### config.mk
export PLATFORM = sky130hd
export DESIGN_NAME = uart_rx_unit
export DESIGN_NICKNAME = d
export VERILOG_FILES = /design/src/rtl/uart_pkg.sv /design/src/rtl/uart_rx_fifo.sv /design/src/rtl/uart_rx_unit.sv
export SDC_FILE = /design/constraint.sdc
export NUM_CORES = 1
export LEC_CHECK = 0
export BUFFER_PORTS_ARGS = -buffer_cell sky130_fd_sc_hd__buf_4
export CORE_MARGIN = 3
export CORE_UTILIZATION = 35
export CTS_CLUSTER_DIAMETER = 40
export DETAILED_ROUTE_END_ITERATION = 8
export GPL_ROUTABILITY_DRIVEN = 1
export GPL_TIMING_DRIVEN = 0
export MAX_ROUTING_LAYER = met4
export SYNTH_ARGS = -nofsm -noshare
export SYNTH_HDL_FRONTEND = slang
export SYNTH_SLANG_ARGS = --single-unit
### constraint.sdc
create_clock -name clk -period 2.6 [get_ports clk]
set_clock_uncertainty 0.2 [all_clocks]
set_input_delay 0.52 -clock clk [delete_from_list [all_inputs] [get_ports clk]]
set_output_delay 0.52 -clock clk [all_outputs]
set_load 0.01 [all_outputs]
### src/rtl/uart_pkg.sv
// uart_pkg: shared FSM states and frame constants for the UART receive path
package uart_pkg;
    typedef enum logic [1:0] {IDLE, START, DATA, STOP} rx_state_t;
    localparam int OVERSAMPLE  = 16;
    localparam int MID_SAMPLE  = 8;
    localparam int DATA_BITS   = 8;
    localparam int DEFAULT_DIV = 325;
endpackage

### src/rtl/uart_rx_fifo.sv
// uart_rx_fifo: first-word-fall-through byte FIFO with wrap-bit full/empty detection
module uart_rx_fifo #(
    parameter int DEPTH = 4
) (
    input  logic       clk,
    input  logic       reset,
    input  logic       push,
    input  logic [7:0] wdata,
    input  logic       pop,
    output logic [7:0] rdata,
    output logic       valid,
    output logic       full
);
    localparam int AW = $clog2(DEPTH);
    localparam logic [AW:0] ONE = 1;
    logic [7:0] mem [DEPTH];
    logic [AW:0] wptr, rptr;
    logic do_pop, do_push;
    assign valid   = wptr != rptr;
    assign full    = (wptr[AW] != rptr[AW]) && (wptr[AW-1:0] == rptr[AW-1:0]);
    assign do_pop  = pop && valid;
    assign do_push = push && (!full || do_pop);
    assign rdata   = valid ? mem[rptr[AW-1:0]] : 8'h00;
    // pointer advance; a pop frees the slot a same-cycle push takes when full
    always_ff @(posedge clk or posedge reset) begin
        if (reset) begin
            wptr <= '0;
            rptr <= '0;
        end else begin
            if (do_push) wptr <= wptr + ONE;
            if (do_pop) rptr <= rptr + ONE;
        end
    end
    // storage array, written only on an accepted push
    always_ff @(posedge clk) begin
        if (do_push) mem[wptr[AW-1:0]] <= wdata;
    end
endmodule

### src/rtl/uart_rx_unit.sv
// uart_rx_unit: 16x oversampling 8N1 receiver; UART_RX_FIFO_EN selects FIFO vs single holding register
module uart_rx_unit
    import uart_pkg::*;
#(
    parameter int DIV        = DEFAULT_DIV,
    parameter int FIFO_DEPTH = 4
) (
    input  logic       clk,
    input  logic       reset,
    input  logic       rx,
    input  logic       pop,
    input  logic       clr_err,
    output logic [7:0] rdata,
    output logic       valid,
    output logic       frame_err,
    output logic       overrun,
    output logic       busy
);
    localparam int TW = $clog2(DIV);
    rx_state_t state, state_n;
    logic sync1, sync2, rx_prev, start_det, tick;
    logic [TW-1:0] tick_cnt;
    logic [3:0] sub_cnt;
    logic [2:0] bit_cnt;
    logic [7:0] shreg;
    logic shift_en, push, ferr_set, full, ovr_set;
    assign start_det = (state == IDLE) && rx_prev && !sync2;
    assign tick      = tick_cnt == TW'(DIV - 1);
    assign busy      = state != IDLE;
    assign ovr_set   = push && full && !pop;
    // two-flop synchronizer plus edge register, all idle-high
    always_ff @(posedge clk or posedge reset) begin
        if (reset) begin
            sync1   <= 1'b1;
            sync2   <= 1'b1;
            rx_prev <= 1'b1;
        end else begin
            sync1   <= rx;
            sync2   <= sync1;
            rx_prev <= sync2;
        end
    end
    // oversample tick divider, realigned to the falling edge on start detection
    always_ff @(posedge clk or posedge reset) begin
        if (reset) tick_cnt <= '0;
        else tick_cnt <= (start_det || tick) ? '0 : tick_cnt + TW'(1);
    end
    // state register
    always_ff @(posedge clk or posedge reset) begin
        if (reset) state <= IDLE;
        else state <= state_n;
    end
    // next-state and per-cycle control strobes
    always_comb begin
        state_n  = state;
        shift_en = 1'b0;
        push     = 1'b0;
        ferr_set = 1'b0;
        case (state)
            IDLE:  if (start_det) state_n = START;
            START: if (tick && sub_cnt == 4'(MID_SAMPLE - 1)) state_n = sync2 ? IDLE : DATA;
            DATA: begin
                if (tick && sub_cnt == 4'(OVERSAMPLE - 1)) begin
                    shift_en = 1'b1;
                    if (bit_cnt == 3'(DATA_BITS - 1)) state_n = STOP;
                end
            end
            STOP: begin
                if (tick && sub_cnt == 4'(OVERSAMPLE - 1)) begin
                    state_n  = IDLE;
                    push     = sync2;
                    ferr_set = !sync2;
                end
            end
            default: state_n = IDLE;
        endcase
    end
    // sub-tick and bit counters plus LSB-first shift register
    always_ff @(posedge clk or posedge reset) begin
        if (reset) begin
            sub_cnt <= '0;
            bit_cnt <= '0;
            shreg   <= '0;
        end else begin
            if (state == IDLE) begin
                sub_cnt <= '0;
                bit_cnt <= '0;
            end else if (tick) begin
                sub_cnt <= (state == START && sub_cnt == 4'(MID_SAMPLE - 1)) ? 4'd0 : sub_cnt + 4'd1;
            end
            if (shift_en) begin
                shreg   <= {sync2, shreg[7:1]};
                bit_cnt <= bit_cnt + 3'd1;
            end
        end
    end
    // sticky error flags; a set in the same cycle as clr_err wins
    always_ff @(posedge clk or posedge reset) begin
        if (reset) begin
            frame_err <= 1'b0;
            overrun   <= 1'b0;
        end else begin
            frame_err <= ferr_set || (frame_err && !clr_err);
            overrun   <= ovr_set || (overrun && !clr_err);
        end
    end
`ifdef UART_RX_FIFO_EN
    uart_rx_fifo #(.DEPTH(FIFO_DEPTH)) u_fifo (
        .clk   (clk),
        .reset (reset),
        .push  (push),
        .wdata (shreg),
        .pop   (pop),
        .rdata (rdata),
        .valid (valid),
        .full  (full)
    );
`else
    logic [7:0] hold;
    logic hold_valid;
    assign full  = hold_valid;
    assign valid = hold_valid;
    assign rdata = hold_valid ? hold : 8'h00;
    // single holding register; a same-cycle pop makes room for the new byte
    always_ff @(posedge clk or posedge reset) begin
        if (reset) begin
            hold       <= '0;
            hold_valid <= 1'b0;
        end else if (push && (!hold_valid || pop)) begin
            hold       <= shreg;
            hold_valid <= 1'b1;
        end else if (pop) begin
            hold_valid <= 1'b0;
        end
    end
`endif
endmodule

==> metrics <==
status complete, no violations; final hold vios 0; Reg-to-Reg End shreg[6]; Reg2Reg Setup Slack 0.48 ns; Hold WC Path Type in2reg; Syn Area/Cell 11.9 um2; Critical Path AT about 1.6 ns; grt ovf 0; drt first pass iters 4; number of synthesized flops with an enable pin 0; reg2reg path depth 6; Tmin final 2.30 ns; via/cell ratio 4.65; Root Buffer clkbuf_8; chip width 79.4 um; Max Cap Violations 0; Yosys top cell by area dfrtp_1; routed length per instance 11.8 um; Synth-to-Final Area Change 17.7%; worst hold margin 0.127 ns; Placer Congestion 0.792; design area between 2000 and 2500 um2; VDD IR-drop max 465 uV; Worst path depth 4; crit-path max FO 10; Starting Density 36.5%; Area contributors post-synth dfrtp_1 (49%), mux2_2 (6.6%), dfstp_2 (4.2%); # nets final 192; Critical Path RT 1.88 ns; Synth top area share 49.0%; CTS sink count 40; vias in the first global route 1123; Resized cells post-CTS 0; top_reg_cell synth dfrtp_1; core area 5170 um2; Seq/Total Area, Yosys between 50% and 60%; crit path launch state[0]; Crit Path Category reg2out; # setup viols final 0; Synth Cell Area around 1900 um2; RSZ-0062 raised after global routing false; die height 79.4 um; CTS tree done; port bufs 16; Post-DP HPWL around 2100 um; CTS buffer count 5; crit-path cells clkbuf_1, nor2_1, inv_1, buf_4; Placement Cell Area between 2000 and 2500 um2; first-pass GRT wire length between 5000 and 6000 um; Post-CTS Setup Bufs 0; clock latency on the worst-skew pair 0.30 ns; Die Footprint 6310 um2; Slew Viols, Final 0; crit path launch type register; Setup crit end kind output port; Critical Path Max Stage Delay 0.43 ns; Crit path max-delay family buffers and inverters; launching point of the worst reg2reg path tick_cnt[0]; Filler cells 504; ys async rst share 100%; GRT Util Overall 11.5%; HP Start rx; clk slew on worst S/H paths 0.07 ns; Final Util about 43%; Hold Buf Count CTS 0; f_max 434 MHz; Synth Warn # 0; layout cell share with drive strength beyond 1 27.9%; slew of the pin with the lowest slew margin ~0.8 ns; FF+latch count, synth 40; H-Tree Depth 2; initial antenna violation count 0; final setup TNS 0 ns; CP Capture Point busy; share of the clock period used by the worst path between 80% and 90%; Diodes inserted 0; DR iter-0 viols between 40 and 50; total wire length about 3000 um; syn_nets ~170; most frequent cell after synthesis dfrtp_1; Buf+Inv Stages, Crit Path 3; top cells by count, synth dfrtp_1 (37), nor2_1 (18), inv_1 (11), mux2_2 (11), nand2_1 (10); Residual DRC 0; Slew Limit Headroom between 40% and 50%; Synth cell types 36; io pins 17; total number of vias 1176; cell count after synthesis roughly 160; Rows 26; static leakage 1.06 nW; largest net degree at the start of global routing 41; Final ANT Viol Nets 0; slowest CP cell dfrtp_1; power per standard cell area 667 nW/um2; Longest Clk Path Bufs 2
## cell families (layout without fill, tap and decap cells)
kind of cell / count (synthesis) / in the layout / synth area share (%)
mux: 19 / 19 / 12.1
simple gates: 59 / 59 / 19.2
compound gates: 14 / 14 / 5.17
xor+xnor: 8 / 8 / 3.71
flops: 40 / 40 / 53.2
buf+inv: 14 / 38 / 3.25
fa+ha+maj: 5 / 5 / 3.31
## metal layers
layer,global-route usage (%),vias up,part of all wire (%)
li1,-,588,-
met1,15.5,563,50
met2,15.7,20,43
met3,4.74,5,5.3
met4,3.61,0,1.6
met5,-,-,0
## per-stage QoR
step | setup WS, ns | cells | total power [W]
detailed placement | 0.473 | 245 | 0.000945
global route | 0.119 | 253 | 0.00157
finish | 0.297 | 253 | 0.00148
floorplan | 0.659 | 159 | 0.000906
global placement | 0.392 | 245 | 0.000941
CTS | 0.261 | 253 | 0.00151
## area by class of cell
cell class | count | area, um2 | share of cell area, %
plain buffers | 3 | 20.0 | 0.901
well taps | 70 | 87.6 | 3.94
multi-input cells | 105 | 822 | 37.0
repair buffers | 16 | 120 | 5.41
clock inverters | 1 | 30.0 | 1.35
clock buffers | 7 | 96.3 | 4.34
flip-flops and latches | 40 | 1000 | 45.2
inverters | 11 | 41.3 | 1.86
## worst min path at each step
stage	end	slack (ns)	depth (start not counted)
after floorplan	sync2	0.15	0
after global placement	sync2	0.15	0
after detailed placement	sync2	0.15	0
after CTS	sync1	0.11	1
after global routing	sync1	0.11	1
final	sync1	0.13	1
## worst register-to-register path, cell delays in order (launching register included)
cell and delay (ns):
dfrtp_1 0.43, inv_1 0.08, ha_1 0.20, nand4bb_4 0.18, nor4_4 0.40, buf_6 0.22, mux2_4 0.31
## layout by cell type, fill, tap and decap left out, drive strengths merged
cell type  count
nand4b         1
mux2i          3
o21ai          4
nor2          19
nand4bb        2
and2           9
ha             5
dfstp          3
nor2b          2
and3           1
o311ai         2
nand2         10
dfrtp         37
nor3           2
bufinv         1
a21o           1
a41oi          2
nor4bb         1
xnor2          7
o31ai          1
inv           11
nor4           1
a21boi         1
a211o          1
o22ai          1
a21oi          1
mux2          16
clkbuf         8
nand2b         3
nand3          6
buf           18
nand4          2
xor2           1
## power breakdown
| group | internal (W) | switching, W | leakage, nW | total, W |
|---|---|---|---|---|
| clock | 0.000338 | 0.000210 | 0.0645 | 0.000548 |
| sequential | 0.000680 | 0.0000698 | 0.528 | 0.000750 |
| combinational | 0.0000997 | 0.0000842 | 0.466 | 0.000184 |
| total | 0.00112 | 0.000364 | 1.06 | 0.00148 |
## state kept, by name (all words and copies together), names as in the netlist, named ones only
| signal | count |
|---|---|
| bit_cnt | 3 |
| frame_err | 1 |
| hold | 8 |
| overrun | 1 |
| rx_prev | 1 |
| shreg | 8 |
| state | 1 |
| sub_cnt | 4 |
| sync1 | 1 |
| sync2 | 1 |
| tick_cnt | 9 |
| valid | 1 |
No activity file was read; power rests on OpenSTA's default activity.
